File: src/rtl/rr_arbiter_8ch_if.sv
// Request/grant bundle between the requesters (master) and the round-robin arbiter (slave).
interface rr_arbiter_8ch_if;
  logic       enable;
  logic [7:0] req;
  logic [7:0] gnt;
  logic [2:0] gnt_idx;
  logic       gnt_valid;
  logic       expired;

  modport master (
    output enable, req,
    input  gnt, gnt_idx, gnt_valid, expired
  );

  modport slave (
    input  enable, req,
    output gnt, gnt_idx, gnt_valid, expired
  );
endinterface

File: src/rtl/rr_arbiter_8ch.sv
// 8-requester round-robin arbiter with a rotating priority pointer, one-hot and
// encoded registered grant, a bubble after every grant, and a bounded hold time.
module rr_arbiter_8ch #(
  parameter int unsigned MAX_HOLD = 16
) (
  input logic            clk,
  input logic            rst_n,
  rr_arbiter_8ch_if.slave bus
);

  localparam int unsigned N            = 8;
  localparam int unsigned IDX_W        = 3;
  localparam bit          HOLD_LIMITED = (MAX_HOLD != 0);
  localparam int unsigned CNT_W        = HOLD_LIMITED ? $clog2(MAX_HOLD + 1) : 1;
  localparam int unsigned HOLD_LAST    = HOLD_LIMITED ? MAX_HOLD - 1 : 0;

  typedef enum logic {IDLE, GRANT} state_t;

  state_t             state;
  logic [IDX_W-1:0]   ptr;
  logic [CNT_W-1:0]   hold_cnt;
  logic [N-1:0]       gnt_q;
  logic [IDX_W-1:0]   gnt_idx_q;
  logic               gnt_valid_q;
  logic               expired_q;

  logic               win_found_c;
  logic [IDX_W-1:0]   win_idx_c;
  logic               drop_c;
  logic               hold_hit_c;
  logic               release_c;

  // Wrap-around search from ptr; scanning farthest-first lets the nearest hit win.
  always_comb begin
    logic [IDX_W-1:0] cand;
    win_found_c = 1'b0;
    win_idx_c   = '0;
    cand        = '0;
    for (int unsigned k = 0; k < N; k++) begin
      cand = ptr + IDX_W'(N - 1 - k);
      if (bus.req[cand]) begin
        win_found_c = 1'b1;
        win_idx_c   = cand;
      end
    end
  end

  always_comb begin
    drop_c     = !bus.req[gnt_idx_q];
    hold_hit_c = HOLD_LIMITED && (hold_cnt == CNT_W'(HOLD_LAST));
    release_c  = drop_c || !bus.enable || hold_hit_c;
  end

  always_ff @(posedge clk or negedge rst_n) begin
    if (!rst_n) begin
      state       <= IDLE;
      ptr         <= '0;
      hold_cnt    <= '0;
      gnt_q       <= '0;
      gnt_idx_q   <= '0;
      gnt_valid_q <= 1'b0;
      expired_q   <= 1'b0;
    end else begin
      expired_q <= 1'b0;
      case (state)
        IDLE: begin
          if (bus.enable && win_found_c) begin
            state       <= GRANT;
            gnt_q       <= N'(1) << win_idx_c;
            gnt_idx_q   <= win_idx_c;
            gnt_valid_q <= 1'b1;
            hold_cnt    <= '0;
          end
        end
        GRANT: begin
          if (release_c) begin
            state       <= IDLE;
            gnt_q       <= '0;
            gnt_valid_q <= 1'b0;
            hold_cnt    <= '0;
            ptr         <= gnt_idx_q + IDX_W'(1);
            // Only a pure timeout is reported; a coincident drop or disable wins.
            expired_q   <= hold_hit_c && !drop_c && bus.enable;
          end else if (HOLD_LIMITED) begin
            hold_cnt <= hold_cnt + CNT_W'(1);
          end
        end
        default: state <= IDLE;
      endcase
    end
  end

  assign bus.gnt       = gnt_q;
  assign bus.gnt_idx   = gnt_idx_q;
  assign bus.gnt_valid = gnt_valid_q;
  assign bus.expired   = expired_q;

endmodule

File: src/flat_wrapper.sv
// flat-port wrapper written by rule: the top's interface ports become plain ports
module rr_arbiter_8ch_flat 
#(
  parameter int unsigned MAX_HOLD = 16
)
  (clk, rst_n, bus_enable, bus_req, bus_gnt, bus_gnt_idx, bus_gnt_valid, bus_expired);
  rr_arbiter_8ch_if bus_i ();
  input logic clk;
  input logic rst_n;
  input wire logic [$bits(bus_i.enable)-1:0] bus_enable;
  input wire logic [$bits(bus_i.req)-1:0] bus_req;
  output wire logic [$bits(bus_i.gnt)-1:0] bus_gnt;
  output wire logic [$bits(bus_i.gnt_idx)-1:0] bus_gnt_idx;
  output wire logic [$bits(bus_i.gnt_valid)-1:0] bus_gnt_valid;
  output wire logic [$bits(bus_i.expired)-1:0] bus_expired;
  assign bus_i.enable = bus_enable;
  assign bus_i.req = bus_req;
  assign bus_gnt = bus_i.gnt;
  assign bus_gnt_idx = bus_i.gnt_idx;
  assign bus_gnt_valid = bus_i.gnt_valid;
  assign bus_expired = bus_i.expired;
  rr_arbiter_8ch #(.MAX_HOLD(MAX_HOLD)) u_core (.clk(clk), .rst_n(rst_n), .bus(bus_i));
endmodule
File: config.mk
export PLATFORM = sky130hd
export DESIGN_NAME = rr_arbiter_8ch_flat
export DESIGN_NICKNAME = d
export VERILOG_FILES = /design/src/rtl/rr_arbiter_8ch_if.sv /design/src/rtl/rr_arbiter_8ch.sv /design/src/flat_wrapper.sv
export SDC_FILE = /design/constraint.sdc
export NUM_CORES = 1
export LEC_CHECK = 0
export CAP_MARGIN = 40
export CORE_MARGIN = 5
export CORE_UTILIZATION = 55
export CTS_CLUSTER_SIZE = 20
export DETAILED_ROUTE_END_ITERATION = 10
export DONT_BUFFER_PORTS = 1
export PLACE_DENSITY = 0.69
export SLEW_MARGIN = 0
export SYNTH_ARGS = -nofsm -noshare
export SYNTH_HDL_FRONTEND = slang
export SYNTH_SLANG_ARGS = --single-unit
File: constraint.sdc
create_clock -name clk -period 7.2 [get_ports clk]
set_clock_uncertainty 0.1 [all_clocks]
set_input_delay 0.36 -clock clk [delete_from_list [all_inputs] [get_ports clk]]
set_output_delay 0.36 -clock clk [all_outputs]
set_load 0.02 [all_outputs]
==> flow_summary.yaml <==
sta:
  fin_setup_tns_ps: 0
  fmax_mhz: 234
  worst_pin_slew_ps: 808
  relSlewSlack: 0.461
  rsz0062_at_grt: "false"
  setup_viol: 0
  hold_viol_final: 0
  post-route-min-period_ps: 4270
  timing.final.crit_share: 0.593
  drv_slew: 0
worst_setup_path:
  path_max_fanout: 15
  required_ps: 7340
  critPathKind: "reg2reg"
  worstSetupStartpointType: "flop"
  critPathArrivalTime_ps: 4410
  critPathCaptureType: "flop"
floorplan:
  start_util: 0.580
  core_area_sq_um: 3390
  die_height_microns: 69.8
  placementRows: 21
  dieArea_sq_um: 4870
  die_x_microns: 69.8
  io_pins: 24
run:
  cap_violations: 0
yosys:
  synth_cell_types: 47
  ys_warn_count: 0
  yosysSeqAreaShare: 0.280
  syn_area_sq_um: 1970
  syn_nets: 199
  syn_avg_cell_area_sq_um: 10.7
  synth_cells: 183
  synth_seq_cells: 22
drt:
  vias: 1552
  antenna_left: 0
  wl_microns: 4590
  drc_errors: 0
  drt_iter0_drc: 286
  viasPerCell: 6.87
  post_drt_wl_per_cell_microns: 20.3
  drtPass1Iterations: 4
clock_network:
  clock_latency_ps: 310
  cts_htree_levels: 1
  postCtsSetupRepairBufs: 0
  cts_resized: 0
  clkSlewWorstSetupHoldPaths_ps: 110
  tritoncts: "built"
  clock-sinks: 22
  holdBufCountCts: 1
  cts-root-buf: "clkbuf_4"
  cts_made_buffers: 3
  clockBufferDepth: 2
global_route:
  grt_usage: 0.194
  grt_overflow: 0
  top_usage_layer: "met2"
  grt_pass1_vias: 1549
  grt_pass1_wl_microns: 7800
  antenna_found_initial: 0
  met2_usage: 0.322
  grt_start_max_net_pins: 23
  gr-usage-met1: 0.245
  met3_usage: 0.0493
run_status:
  status: "completed"
cells_and_area:
  fillers: 290
  syn2layout_area_growth_pct: 2.48
  nets: 198
  diodes: 0
  layout-drive-gt1-share: 0.200
place:
  gp_congestion: 0.841
  port_buffers: 0
  dp_hpwl_microns: 3460
worst_hold_path:
  holdCritPathClass: "in2reg"
-- layer usage --
| layer | share of wire | vias to the layer above |
|---|---|---|
| met2 | 0.49 | 67 |
| met3 | 0.082 | 12 |
| met4 | 0.022 | 0 |
| li1 | - | 723 |
| met5 | 0 | - |
| met1 | 0.40 | 750 |
-- kinds of logic after synthesis --
group / count (synthesis) / synth area share
XOR/XNOR: 5 / 0.0223
buffers and inverters: 15 / 0.0420
flip-flops: 22 / 0.280
AND/OR/NAND/NOR: 52 / 0.131
multiplexers: 34 / 0.288
adder cells (fa/ha/maj): 5 / 0.0318
AO/OA/AOI/OAI: 50 / 0.204
-- worst paths after layout --
| check | startpoint | to | slack [ps] | cells after the start |
|---|---|---|---|---|
| min reg2reg | u_core.hold_cnt[4] | u_core.hold_cnt[4] | 430 | 2 |
| max reg2reg | u_core.ptr[0] | u_core.bus.gnt[4] | 2930 | 9 |
| min in group asynchronous | rst_n | u_core.bus.gnt_idx[2] | 250 | 1 |
| max in group asynchronous | rst_n | u_core.bus.gnt_idx[1] | 6350 | 2 |
| min | bus_enable | u_core.bus.expired | 80 | 2 |
| max | u_core.ptr[0] | u_core.bus.gnt[4] | 2930 | 9 |
-- flip-flops by register name, indices dropped and copies added, names as in the netlist --
register / count
u_core.bus.gnt_idx: 3
u_core.ptr: 3
u_core.state: 1
u_core.hold_cnt: 5
u_core.bus.expired: 1
u_core.bus.gnt: 8
u_core.bus.gnt_valid: 1
-- cell usage after synthesis (all sizes together) --
cell,number,area share
dfrtp,22,0.28
mux4,17,0.19
nor2,15,0.029
nand2,14,0.027
mux2i,12,0.063
a21oi,8,0.026
inv,7,0.013
a32o,6,0.033
buf,6,0.025
nand3,6,0.015
o21ai,6,0.015
and3,5,0.016
ha,5,0.032
mux2,5,0.031
o2bb2ai,5,0.022
nor2b,4,0.013
a221o,3,0.015
a221oi,3,0.013
a22oi,3,0.011
o21a,3,0.011
xnor2,3,0.013
and2,2,0.0064
clkbuf,2,0.0038
nor3,2,0.0051
o22a,2,0.0089
xor2,2,0.0089
a21boi,1,0.0038
a21o,1,0.0038
a22o,1,0.0045
a2bb2oi,1,0.0045
nor3b,1,0.0038
o211ai,1,0.0038
o21bai,1,0.0038
o221a,1,0.0057
o221ai,1,0.0045
o311ai,1,0.0045
o31ai,1,0.0038
o32ai,1,0.0045
or2b,1,0.0038
or3,1,0.0057
or4b,1,0.0070
-- critical path: stages (launching register included) --
cell and delay [ps]:
dfrtp_1 810, inv_2 230, ha_1 610, mux4_2 610, mux2_4 300, or4b_4 500
or3_4 360, a21oi_4 240, or2b_1 280, o2bb2ai_1 150
-- stage by stage --
stage	utilization	instances	setup slack, ps	cell area, sq um	hold WS, ps
floorplan	-	183	3430	1970	-35.6
global placement	0.580	221	3100	1970	-35.0
detailed placement	0.580	221	2980	1970	-35.2
CTS	0.590	225	2950	2000	71.9
global route	0.594	226	2730	2010	93.3
finish	0.594	226	2930	2010	79.8
-- placed cells by master, fill, tap and decap left out, types with 5 or more instances in the layout --
cell type	n
o21ai_0	6
nor2_1	15
mux4_2	17
ha_1	5
a21oi_1	7
nand3_1	6
mux2i_1	11
nand2_1	14
inv_1	6
dfrtp_1	22
and3_1	5
o2bb2ai_1	5
-- cell type report --
type / count / area (sq um) / area share
Clock buffer: 3 / 22.5 / 0.0112
Inverter: 7 / 26.3 / 0.0130
Multi-Input combinational cell: 146 / 1330 / 0.661
Sequential cell: 22 / 551 / 0.273
Tap cell: 46 / 57.6 / 0.0286
Timing Repair Buffer: 2 / 25.0 / 0.0124
Power is not shown: default switching activity piles up to over one toggle a cycle in this logic, so the estimate is an artifact.
